===== src/rtl/lane_pkg.sv =====
// lane_pkg: shared widths, default geometry, FSM state enum and colour payload
// for the centre-line dash scroller (lane_scroll_ctrl, lane_pixel_merge).
package lane_pkg;

    localparam int unsigned COORD_W = 10;
    localparam int unsigned COLOR_W = 8;
    localparam int unsigned SPEED_W = 4;
    localparam int unsigned OFFS_W  = 8;
    localparam int unsigned RED_W   = 3;
    localparam int unsigned GRN_W   = 3;
    localparam int unsigned BLU_W   = 2;

    localparam int unsigned DEF_NUM_DASH  = 4;
    localparam int unsigned DEF_PITCH     = 135;
    localparam int unsigned DEF_DASH_H    = 60;
    localparam int unsigned DEF_SCREEN_H  = 480;
    localparam int unsigned DEF_POSX      = 307;
    localparam int unsigned DEF_MAX_SPEED = 8;
    localparam int unsigned DEF_ACCEL_DIV = 4;

    typedef enum logic [1:0] {
        STOPPED = 2'd0,
        ACCEL   = 2'd1,
        CRUISE  = 2'd2,
        DECEL   = 2'd3
    } lane_state_e;

    typedef struct packed {
        logic [RED_W-1:0] red;
        logic [GRN_W-1:0] green;
        logic [BLU_W-1:0] blue;
    } lane_rgb_t;

endpackage


===== src/rtl/lane_pixel_merge.sv =====
// lane_pixel_merge: registered priority mux over the dash sprite pixel outputs.
// Lowest index with an opaque pixel wins; colour holds when no pixel is opaque.
module lane_pixel_merge
    import lane_pkg::*;
#(
    parameter int unsigned NUM_DASH = DEF_NUM_DASH
) (
    input  logic                        clock,
    input  logic                        reset_n,
    input  logic [NUM_DASH-1:0]         dash_data,
    input  logic [COLOR_W*NUM_DASH-1:0] dash_rgb,
    output logic [RED_W-1:0]            red,
    output logic [GRN_W-1:0]            green,
    output logic [BLU_W-1:0]            blue,
    output logic                        data
);

    lane_rgb_t rgb_q, rgb_d;
    logic      data_q, data_d;

    // Priority select: scan from the highest index so the lowest one overrides
    always_comb begin
        rgb_d  = rgb_q;
        data_d = 1'b0;
        for (int i = NUM_DASH - 1; i >= 0; i--) begin
            if (dash_data[i]) begin
                rgb_d  = lane_rgb_t'(dash_rgb[i*COLOR_W +: COLOR_W]);
                data_d = 1'b1;
            end
        end
    end

    // Output registers
    always_ff @(posedge clock) begin
        if (!reset_n) begin
            rgb_q  <= '0;
            data_q <= 1'b0;
        end else begin
            rgb_q  <= rgb_d;
            data_q <= data_d;
        end
    end

    assign red   = rgb_q.red;
    assign green = rgb_q.green;
    assign blue  = rgb_q.blue;
    assign data  = data_q;

endmodule


===== src/rtl/lane_scroll_ctrl.sv =====
// lane_scroll_ctrl: per-frame speed FSM and vertical scroll of the road's
// centre-line dash sprites. Optional pixel merge enabled by LANE_PIXEL_MERGE_EN.
module lane_scroll_ctrl
    import lane_pkg::*;
#(
    parameter int unsigned NUM_DASH  = DEF_NUM_DASH,
    parameter int unsigned PITCH     = DEF_PITCH,
    parameter int unsigned DASH_H    = DEF_DASH_H,
    parameter int unsigned SCREEN_H  = DEF_SCREEN_H,
    parameter int unsigned POSX      = DEF_POSX,
    parameter int unsigned MAX_SPEED = DEF_MAX_SPEED,
    parameter int unsigned ACCEL_DIV = DEF_ACCEL_DIV
) (
    input  logic                        clock,
    input  logic                        reset_n,
    input  logic [COORD_W-1:0]          hcount,
    input  logic [COORD_W-1:0]          vcount,
    input  logic                        run,
    input  logic                        brake,
    output logic [COORD_W-1:0]          posx,
    output logic [COORD_W*NUM_DASH-1:0] posy_bus,
    output logic [NUM_DASH-1:0]         enable_bus,
    output logic [SPEED_W-1:0]          speed,
    output logic                        frame_tick,
    input  logic [NUM_DASH-1:0]         dash_data,
    input  logic [COLOR_W*NUM_DASH-1:0] dash_rgb,
    output logic [RED_W-1:0]            red,
    output logic [GRN_W-1:0]            green,
    output logic [BLU_W-1:0]            blue,
    output logic                        data
);

    localparam int unsigned DIV_W = $clog2(ACCEL_DIV + 1);
    localparam int unsigned SUM_W = OFFS_W + 1;

    localparam logic [1:0] ST_STOPPED = 2'(STOPPED);
    localparam logic [1:0] ST_ACCEL   = 2'(ACCEL);
    localparam logic [1:0] ST_CRUISE  = 2'(CRUISE);
    localparam logic [1:0] ST_DECEL   = 2'(DECEL);

    localparam logic [SPEED_W-1:0] MAX_SPD = SPEED_W'(MAX_SPEED);

    // Dashes must cover the screen plus one sprite height so scrolling leaves no gap
    if ((NUM_DASH * PITCH < SCREEN_H + DASH_H) || (MAX_SPEED > 15) || (ACCEL_DIV == 0)) begin : g_bad_cfg
        $error("lane_scroll_ctrl: invalid dash geometry or speed configuration");
    end

    logic                frame_tick_q;
    logic [1:0]          state_q, state_d, mode;
    logic [SPEED_W-1:0]  speed_q, speed_d;
    logic [DIV_W-1:0]    div_q, div_d, div_base, div_inc;
    logic                div_wrap;
    logic [OFFS_W-1:0]   offset_q, offset_d;
    logic [SUM_W-1:0]    offs_sum;
    logic [COORD_W-1:0]  posy_q [NUM_DASH];
    logic [COORD_W-1:0]  posy_d [NUM_DASH];
    logic [NUM_DASH-1:0] enable_q, enable_d;

    // Frame tick: registered end-of-visible-area condition
    always_ff @(posedge clock) begin
        if (!reset_n) frame_tick_q <= 1'b0;
        else          frame_tick_q <= (hcount == '0) && (vcount == COORD_W'(SCREEN_H));
    end

    // Speed FSM next state; the transition tick already acts in the new mode
    always_comb begin
        state_d  = state_q;
        speed_d  = speed_q;
        div_d    = div_q;
        mode     = state_q;
        div_base = '0;
        div_inc  = '0;
        div_wrap = 1'b0;
        if (frame_tick_q) begin
            if (brake || !run) mode = (speed_q == '0) ? ST_STOPPED : ST_DECEL;
            else               mode = (speed_q == MAX_SPD) ? ST_CRUISE : ST_ACCEL;
            div_base = (mode == state_q) ? div_q : '0;
            div_inc  = div_base + DIV_W'(1);
            div_wrap = (div_inc == DIV_W'(ACCEL_DIV));
            state_d  = mode;
            div_d    = '0;
            case (mode)
                ST_ACCEL: begin
                    if (div_wrap) speed_d = (speed_q < MAX_SPD) ? speed_q + SPEED_W'(1) : speed_q;
                    else          div_d   = div_inc;
                    if (speed_d == MAX_SPD) begin
                        state_d = ST_CRUISE;
                        div_d   = '0;
                    end
                end
                ST_DECEL: begin
                    if (brake || div_wrap) speed_d = (speed_q != '0) ? speed_q - SPEED_W'(1) : '0;
                    else                   div_d   = div_inc;
                    if (speed_d == '0) begin
                        state_d = ST_STOPPED;
                        div_d   = '0;
                    end
                end
                ST_STOPPED: speed_d = '0;
                default: ;
            endcase
        end
    end

    // Scroll offset advances by the pre-update speed, wrapped at one pitch
    always_comb begin
        offs_sum = {1'b0, offset_q} + SUM_W'(speed_q);
        offset_d = offset_q;
        if (frame_tick_q) begin
            offset_d = (offs_sum >= SUM_W'(PITCH)) ? OFFS_W'(offs_sum - SUM_W'(PITCH))
                                                   : OFFS_W'(offs_sum);
        end
    end

    // Dash positions and visibility from the next offset
    always_comb begin
        for (int i = 0; i < NUM_DASH; i++) begin
            posy_d[i]   = COORD_W'(i * PITCH) + COORD_W'(offset_d);
            enable_d[i] = (posy_d[i] < COORD_W'(SCREEN_H));
        end
    end

    // State, speed, offset and sprite position registers
    always_ff @(posedge clock) begin
        if (!reset_n) begin
            state_q  <= ST_STOPPED;
            speed_q  <= '0;
            div_q    <= '0;
            offset_q <= '0;
            for (int i = 0; i < NUM_DASH; i++) begin
                posy_q[i]   <= COORD_W'(i * PITCH);
                enable_q[i] <= (i * PITCH < SCREEN_H);
            end
        end else begin
            state_q  <= state_d;
            speed_q  <= speed_d;
            div_q    <= div_d;
            offset_q <= offset_d;
            posy_q   <= posy_d;
            enable_q <= enable_d;
        end
    end

    // Flatten dash positions onto the bus
    always_comb begin
        posy_bus = '0;
        for (int i = 0; i < NUM_DASH; i++) begin
            posy_bus[i*COORD_W +: COORD_W] = posy_q[i];
        end
    end

    assign posx       = COORD_W'(POSX);
    assign enable_bus = enable_q;
    assign speed      = speed_q;
    assign frame_tick = frame_tick_q;

`ifdef LANE_PIXEL_MERGE_EN
    lane_pixel_merge #(
        .NUM_DASH (NUM_DASH)
    ) u_merge (
        .clock     (clock),
        .reset_n   (reset_n),
        .dash_data (dash_data),
        .dash_rgb  (dash_rgb),
        .red       (red),
        .green     (green),
        .blue      (blue),
        .data      (data)
    );
`else
    // Instances are OR-ed by the mixer; sprite pixel inputs are not consumed here
    logic unused_pix;
    assign unused_pix = ^{dash_data, dash_rgb};
    assign red   = '0;
    assign green = '0;
    assign blue  = '0;
    assign data  = 1'b0;
`endif

endmodule


===== config.mk =====
export PLATFORM = sky130hd
export DESIGN_NAME = lane_scroll_ctrl
export DESIGN_NICKNAME = d
export VERILOG_FILES = /design/src/rtl/lane_pkg.sv /design/src/rtl/lane_pixel_merge.sv /design/src/rtl/lane_scroll_ctrl.sv
export SDC_FILE = /design/constraint.sdc
export NUM_CORES = 1
export LEC_CHECK = 0
export ABC_AREA = 1
export BUFFER_PORTS_ARGS = -buffer_cell sky130_fd_sc_hd__buf_2
export CAP_MARGIN = 20
export CORE_ASPECT_RATIO = 0.7
export CORE_MARGIN = 8
export CORE_UTILIZATION = 52
export DETAILED_ROUTE_END_ITERATION = 10
export PLACE_DENSITY = 0.92
export SYNTH_ARGS = -nofsm -noshare
export SYNTH_HDL_FRONTEND = slang
export SYNTH_SLANG_ARGS = --single-unit

===== constraint.sdc =====
create_clock -name clock -period 6.71 [get_ports clock]
set_clock_uncertainty 0.1 [all_clocks]
set_input_delay 1.0065 -clock clock [delete_from_list [all_inputs] [get_ports clock]]
set_output_delay 1.0065 -clock clock [all_outputs]
set_load 0.005 [all_outputs]

Word level (Yosys, flattened, before mapping)

Index checks and enable logic that the tools add are counted.

Bits in registers: 54
Bits in latches: 0
RAM bits: 0
Memory bits (read-only): 0
Bits of input ports: 60
Output and inout bits: 68
Word-level logic and storage cells: 66
Memories kept: 0

$add $sub $neg: 8
Multipliers: 0
Divide/modulo/power cells: 0
Magnitude comparators: 6
Equality and inequality tests: 7
Shift-type cells: 0
Mux-type cells: 24
Bitwise operators: 0
Reductions and logical operators: 11

Operators by type and width:

| operator                                                     | count |
|---|---|
| two-way mux 4 bit                                            | 8 |
| adder 9 x 8 -> 10 bit (first input constant)                 | 2 |
| less-than comparator 10 x 9 -> 1 bit (second input constant) | 2 |
| two-way mux 8 bit                                            | 2 |
| two-way mux 3 bit                                            | 5 |
| two-way mux 2 bit                                            | 6 |
| case mux 4 bit (3 select lines)                              | 1 |
| == test 10 x 9 -> 1 bit (second input constant)              | 1 |
| logical NOT 10 bit                                           | 1 |
| adder 8 x 4 -> 9 bit                                         | 1 |
| adder 8 x 8 -> 9 bit (first input constant)                  | 1 |
| >= comparator 9 x 8 -> 1 bit (second input constant)         | 1 |
| less-than comparator 8 x 9 -> 1 bit (second input constant)  | 1 |
| less-than comparator 9 bit (second input constant)           | 1 |
| == test 4 bit (second input constant)                        | 2 |
| logical NOT 4 bit                                            | 2 |
| subtractor 8 bit (second input constant)                     | 1 |
| case mux 3 bit (2 select lines)                              | 1 |
| adder 4 x 1 -> 4 bit (second input constant)                 | 1 |
| less-than comparator 4 bit (second input constant)           | 1 |
| case mux 2 bit (2 select lines)                              | 1 |
| nonzero test 4 bit                                           | 1 |
| subtractor 4 x 1 -> 4 bit (second input constant)            | 1 |
| adder 3 x 1 -> 3 bit (second input constant)                 | 1 |
| other kinds (10)                                             | 11 |

Logic depth before layout (Yosys ltp)

Gate-level depths: netlist of run 1.

Depth in word-level cells: 15
Mapped depth: 26
Mapped depth without buffers: 26

Least setup slack after synthesis of run 1

OpenSTA, ideal clock, no wires.

Path kind: input -> register
From: input brake
To: register div_q[0]
Library setup time: 132 ps
Data arrival time: 3,718 ps
Required time: 6,478 ps
Slack: 2,760 ps
Stages: 19
Buffers on the path: 0
Cell sequence: inv_1 > nand2_1 > inv_1 > nor2_1 > nor2_1 > or2_2 > nand3_1 > nor2_1 > ha_1 > ha_1 > nor2_1 > inv_1 > nand2_1 > xor2_1 > nor2_1 > o41ai_1 > o21ai_0 > nand3b_1 > a21oi_1

Word-level cells in the longest chain between the ends: 14
Elaborated cells on any way between the ends: 23
Classes of those cells: add/sub: 1; eq/ne: 5; mux: 14; reduce/logical: 3

RTL lines:

| item                              | RTL line                | text |
|---|---|---|
| from (decl)                       | lane_scroll_ctrl.sv:19  | `input logic brake,` |
| logical OR 1 bit                  | lane_scroll_ctrl.sv:75  | `if (brake \|\| !run) mode = (speed_q == '0) ? ST_STOPPED : ST_DECEL;` |
| two-way mux 2 bit                 | lane_scroll_ctrl.sv:75  |  |
| two-way mux 2 bit                 | lane_scroll_ctrl.sv:74  | `if (frame_tick_q) begin` |
| == test 2 bit                     | lane_scroll_ctrl.sv:77  | `div_base = (mode == state_q) ? div_q : '0;` |
| two-way mux 3 bit                 | lane_scroll_ctrl.sv:77  |  |
| adder 3 x 1 -> 3 bit              | lane_scroll_ctrl.sv:78  | `div_inc = div_base + DIV_W'(1);` |
| == test 3 bit                     | lane_scroll_ctrl.sv:79  | `div_wrap = (div_inc == DIV_W'(ACCEL_DIV));` |
| logical OR 1 bit                  | lane_scroll_ctrl.sv:92  | `if (brake \|\| div_wrap) speed_d = (speed_q != '0) ? speed_q - SPEED_W'(1) : '0;` |
| two-way mux 4 bit                 | lane_scroll_ctrl.sv:92  |  |
| two-way mux 4 bit                 | lane_scroll_ctrl.sv:82  | `case (mode)` |
| two-way mux 4 bit                 | lane_scroll_ctrl.sv:74  |  |
| logical NOT 4 bit                 | lane_scroll_ctrl.sv:94  | `if (speed_d == '0) begin` |
| two-way mux 3 bit                 | lane_scroll_ctrl.sv:94  |  |
| case mux 3 bit (2 select lines) * | lane_scroll_ctrl.sv:82  |  |
| to (signal assigned)              | lane_scroll_ctrl.sv:137 | `div_q <= div_d;` |
| to (decl)                         | lane_scroll_ctrl.sv:51  | `logic [DIV_W-1:0] div_q, div_d, div_base, div_inc;` |

Every way passes the cells marked *; elsewhere a longest branch is shown, timed or not. The select of a mux whose other input is x is not followed.
A chain may end at the register's enable or synchronous reset.

Worst setup path in the final report of run 1

From: input brake
To: register div_q[1]

The elaborated chain is that of the path after synthesis.

==> impl_metrics.yaml, run 1 <==
power_and_ir_drop:
  p_per_area_nw_per_um2: 151
  p_leak_nw: 1.78
  ir_drop_mv: 0.0852
clocking:
  cts_num_sinks: 48
  cts_root_buffer: "clkbuf_8"
  cts-htree-levels: 2
  cts.path.max_buffers: 2
  post_cts_buffers: 0
  cts_tree: "yes"
  clkLatencyLatePin_ns: 0.31
  cts_buffers: 5
  cts_hold_buffers: 0
  cts_resized: 0
  clkTransAtPathRegs_ns: 0.09
drt:
  drt-wirelength-per-cell_um: 14.3
  top_layer: "met4"
  drt_iter0_drc: 328
  drt_wl_total_mm: 8.29
  wl_met1_mm: 3.23
  drc: 0
  postRouteAntennaNets: 0
  avgViaCountPerCell: 5.36
  dr.pass1.iters: 7
  wl_met3_um: 885
  via_count: 3104
  route.met2.wl_mm: 4.04
sta:
  setup_viol: 0
  whs_ns: 0.375
  layout_min_cycle_time_ns: 4.54
  final.period_utilization_pct: 67.7
  rsz0062_at_grt: "false"
  worstMarginPinSlew_ns: 0.830
  slew_violations: 0
  relSlewSlack_pct: 44.6
  fmax_mhz: 220
  tns_ns: 0
  final-hold-violation-count: 0
floorplanning:
  die-height_um: 80.5
  core_um2: 5730
  rows: 23
  dieArea_um2: 8710
  die_w_um: 108
  ioPinCount: 128
  start_util_pct: 54.0
grt:
  grt_max_degree: 24
  first_global_vias: 2969
  grt_pass1_wl_mm: 13.4
  antenna_found_initial: 0
  grt-ovfl-total: 0
  gr-usage-all-layers_pct: 18.6
critical_path:
  crit_path_max_incr_delay_ns: 0.67
  crit_slowest_cell: "o41ai_1"
  cp.buffers_inverters: 4
  required_ns: 6.76
  path_cells: "buf_2 > inv_1 > nand2_1 > inv_1 > nor2_1 > nor2_1 > or2_2 > nand3_1 > nor2_1 > ha_1 > ha_1 > nor2_1 > inv_1 > nand2_1 > xor2_1 > nor2_1 > o41ai_1 > o21ai_0 > nand4_1 > a21oi_1"
  path_common_cell: "nor2_1"
  worstSetupPathType: "input port to flop"
  crit_path_start_kind: "input port"
  cp_max_fo: 7
  crit_family: "simple AND/OR/NAND/NOR gates"
  crit_path_end_kind: "flop"
  worstPathArrival_ns: 4.59
status:
  status: "completed"
job:
  maxCapViolCount: 0
logic_synthesis:
  syn_area_per_cell_um2: 7.05
  async_reset_ff_share_pct: 0
  synth-seq-area-share_pct: 31.1
  syn_area_um2: 3090
  yosysWarnings: 0
  syn_inst: 439
  synth-edff-count: 0
  ys_ff_latch: 48
  ys_types: 47
  synthFlopType: "dfxtp_1"
place:
  dpl.hpwl_mm: 6.42
  place.gp.congestion: 0.974
  io_buffers: 68
final_layout:
  num-fill-cells: 513
  syn2layout_area_growth_pct: 13.4
  postLayoutCoreUtil_pct: 61.2
  multi_input_area_um2: 1780
  final_common_cell: "nand2_1"
  drive_gt1_share_pct: 23.2
  layout_common_cells: "nand2_1, buf_2, dfxtp_1"
  seqCellArea_um2: 961
  diodes: 0
  fin_nets: 579
min_path:
  worstHoldPathType: "flop to flop"
-- Yosys cell counts, types with 2 or more instances --
master     n  area, um^2
a21oi_1   17        85.1
a221oi_1   2        17.5
a31oi_1    3        18.8
buf_2      2        10.0
buf_4     25         188
clkbuf_1   6        22.5
conb_1     2        7.51
dfxtp_1   48         961
ha_1      15         188
inv_1     46         173
inv_2      7        26.3
nand2_1   93         349
nand2_2   10        62.6
nand2_4    2        22.5
nand3_1   47         235
nand3_2    7        70.1
nand3b_1   3        22.5
nand4_1    5        31.3
nor2_1    42         158
nor2_2     2        12.5
nor3_1     5        25.0
nor4_1     4        25.0
o21ai_0   10        50.1
o21ai_1    2        10.0
or2_1      2        12.5
or2_2      4        25.0
xnor2_1    3        26.3
xor2_1     6        52.6
-- per-stage QoR --
step	cell area [um^2]	power [mW]	setup WS (ns)	instances
3_3_place_gp	3390	0.311	2.15	571
4_1_cts	3510	0.530	2.29	579
6_report	3510	0.530	2.17	579
2_1_floorplan	3180	0.312	2.76	461
5_1_grt	3510	0.548	1.82	579
3_5_place_dp	3390	0.312	1.98	571
-- registers in the layout, indices dropped and copies added, names as in the netlist --
signal,cells
frame_tick,1
state_q,2
div_q,3
enable_bus,3
speed,4
posy_bus,35
-- worst paths after layout --
| check | startpoint | endpoint | slack [ns] | depth (start not counted) |
|---|---|---|---|---|
| worst max-delay path | brake | div_q[1] | 2.17 | 20 |
| worst min-delay path | div_q[2] | div_q[2] | 0.37 | 2 |
| worst max register to register | speed[1] | div_q[1] | 2.18 | 20 |
| worst min register to register | div_q[2] | div_q[2] | 0.37 | 2 |
-- cells by family (layout without fill, tap and decap cells) --
logic type / count (synthesis) / in the layout / synth area share, %
flip-flops: 48 / 48 / 31.1
other: 2 / 24 / 0.243
buffers and inverters: 88 / 131 / 14.1
XOR/XNOR: 9 / 9 / 2.55
AND/OR/NAND/NOR: 231 / 231 / 36.0
AO/OA/AOI/OAI: 45 / 45 / 9.35
adder cells (fa/ha/maj): 16 / 16 / 6.72
-- tightest hold or removal path, stage by stage, from the launching register on --
cell,delay [ns]
dfxtp_1,0.32
nand2_1,0.06
a21oi_1,0.06
-- cell type report --
type                    count  share of cell area (%)
flip-flops and latches     48                    27.4
clock buffers               6                    2.35
repair buffers             69                    9.92
clock inverters             2                    1.11
multi-input cells         325                    50.7
well taps                  75                    2.68
inverters                  54                    5.85
-- report_power, final --
part | internal [mW] | total (mW) | switching [mW] | leakage [nW]
Clock | 0.122 | 0.224 | 0.102 | 0.0614
Sequential | 0.285 | 0.285 | 0.0000564 | 0.387
Combinational | 0.00707 | 0.0211 | 0.0141 | 1.33
-- metal layers --
layer,track usage (%),up-vias
li1,-,1502
met1,20.9,1387
met2,33.5,194
met3,5.04,21
met4,6.07,0
met5,0,-
Power figures use the tool's default switching activity.
==> run 2, diff against run 1 <==
CORE_UTILIZATION = 49   (was 52)
PLACE_DENSITY = 0.87   (was 0.92)
clock period = 4.33 ns   (was 6.71 ns; I/O delays follow)
==> impl_metrics.yaml, run 2 (synthesis results as in run 1) <==
final_layout:
  drive_gt1_share_pct: 23.7
  largest_register_ffs: 35
  fin_nets: 582
  multi_input_area_um2: 1780
  seqCellArea_um2: 961
  layout_common_cells: "nand2_1, buf_2, dfxtp_1"
  num-fill-cells: 570
  syn2layout_area_growth_pct: 14.0
  final_common_cell: "nand2_1"
  fin_cells: 585
  diodes: 0
drt:
  postRouteAntennaNets: 0
  drc: 0
  drt_wl_total_mm: 7.87
  avgViaCountPerCell: 5.15
  drt-wirelength-per-cell_um: 13.4
  dr.pass1.iters: 5
  via_count: 3012
  drt_iter0_drc: 131
critical_path:
  required_ns: 4.39
  cp_max_fo: 7
  worstPathArrival_ns: 4.00
  crit_path_end_kind: "flop"
  crit_path_start_kind: "flop"
  worstSetupPathType: "flop to flop"
sta:
  setup_viol: 0
  relSlewSlack_pct: 42.6
  final-hold-violation-count: 0
  layout_min_cycle_time_ns: 3.94
  slew_violations: 0
  rsz0062_at_grt: "false"
  tns_ns: 0
  final.period_utilization_pct: 91.1
  fmax_mhz: 254
  worstMarginPinSlew_ns: 0.861
power_and_ir_drop:
  switching_share_pct: 22.6
  p_leak_nw: 1.79
  seqPwrFrac_pct: 54.5
  p_switching_mw: 0.183
  power_frac_comb_pct: 4.0
  finalPower_mw: 0.810
  p_clk_share_pct: 41.5
  p_per_area_nw_per_um2: 230
  power.internal_mw: 0.627
  ir_drop_mv: 0.160
clocking:
  cts_buffers: 5
  post_cts_buffers: 0
  clkLatencyLatePin_ns: 0.31
  cts_tree: "yes"
  cts.path.max_buffers: 2
  cts_hold_buffers: 0
  cts_num_sinks: 48
  cts_root_buffer: "clkbuf_8"
  cts_resized: 0
  clkTransAtPathRegs_ns: 0.09
  cts-htree-levels: 2
grt:
  antenna_found_initial: 0
  grt-ovfl-total: 0
  grt_pass1_wl_mm: 12.9
  gr-usage-all-layers_pct: 16.8
  grt_max_degree: 24
  first_global_vias: 2833
floorplanning:
  rows: 24
  start_util_pct: 50.2
  die_w_um: 111
  ioPinCount: 128
  dieArea_um2: 9150
  die-height_um: 82.5
  core_um2: 6160
status:
  status: "completed"
place:
  io_buffers: 68
  placed_cells: 577
  place.gp.congestion: 0.887
  dpl.hpwl_mm: 6.20
min_path:
  worstHoldPathType: "flop to flop"
job:
  maxCapViolCount: 0
==> run 2: cell types whose count changed in the layout (fill, tap and decap cells not counted), sizes merged <==
| cell | change |
|---|---|
| clkinvlp | +1 |
| inv | +1 |
| buf | +3 |
| clkinv | -1 |
| clkbuf | -1 |
==> run 2: final cells by class <==
type                            instances  share of cell area [%]
Clock buffer                            5                    1.95
Tap cell                               78                    2.77
Inverter                               54                    5.82
Clock inverter                          3                    1.31
Sequential cell                        48                    27.2
Multi-Input combinational cell        325                    50.4
Timing Repair Buffer                   72                    10.5
==> run 2: final timing paths <==
check	startpoint	to	slack, ns	cells past startpoint
min	div_q[1]	div_q[1]	0.37	2
min reg2reg	div_q[1]	div_q[1]	0.37	2
max reg2reg	speed[0]	div_q[0]	0.39	21
max	speed[0]	div_q[0]	0.39	21
==> run 2: worst max-delay path, stage by stage (launching register included) <==
cell and delay [ns]:
dfxtp_1 0.35, inv_1 0.09, ha_1 0.21, inv_1 0.08, nor3_1 0.07, nor2_1 0.36
nor2_1 0.11, or2_2 0.28, nand3_1 0.13, nor2_1 0.08, ha_1 0.22, ha_1 0.23
nor2_1 0.14, inv_1 0.14, nand2_1 0.10, xor2_1 0.16, nor2_1 0.08, o41ai_1 0.36
buf_4 0.19, o21ai_0 0.11, nand3b_1 0.12, a21oi_1 0.06
==> run 2: layer usage <==
| layer | vias to the layer above | part of all wire (%) | global-route usage (%) |
|---|---|---|---|
| met5 | - | 0 | 0 |
| met4 | 0 | 1.5 | 5.23 |
| met3 | 14 | 9.0 | 4.69 |
| met2 | 149 | 45 | 29.3 |
| met1 | 1339 | 45 | 20.0 |
| li1 | 1510 | - | - |
==> run 2: metrics by stage <==
step                      worst slack, ns  hold WS [ns]  area [um^2]  util [%]
after floorplan                     0.703         0.345         3180         -
after global placement              0.306         0.355         3410      55.4
after detailed placement            0.216         0.359         3410      55.4
after CTS                           0.428         0.372         3530      57.3
after global routing               0.0537         0.385         3530      57.3
final                               0.386         0.371         3530      57.3
==> run 2: power groups by stage <==
stage          clock network [mW]  logic [mW]  registers (mW)
2_1_floorplan                   0      0.0318           0.452
3_3_place_gp                    0      0.0307           0.452
3_5_place_dp                    0      0.0311           0.452
4_1_cts                     0.340      0.0314           0.442
5_1_grt                     0.356      0.0360           0.442
6_report                    0.336      0.0325           0.442
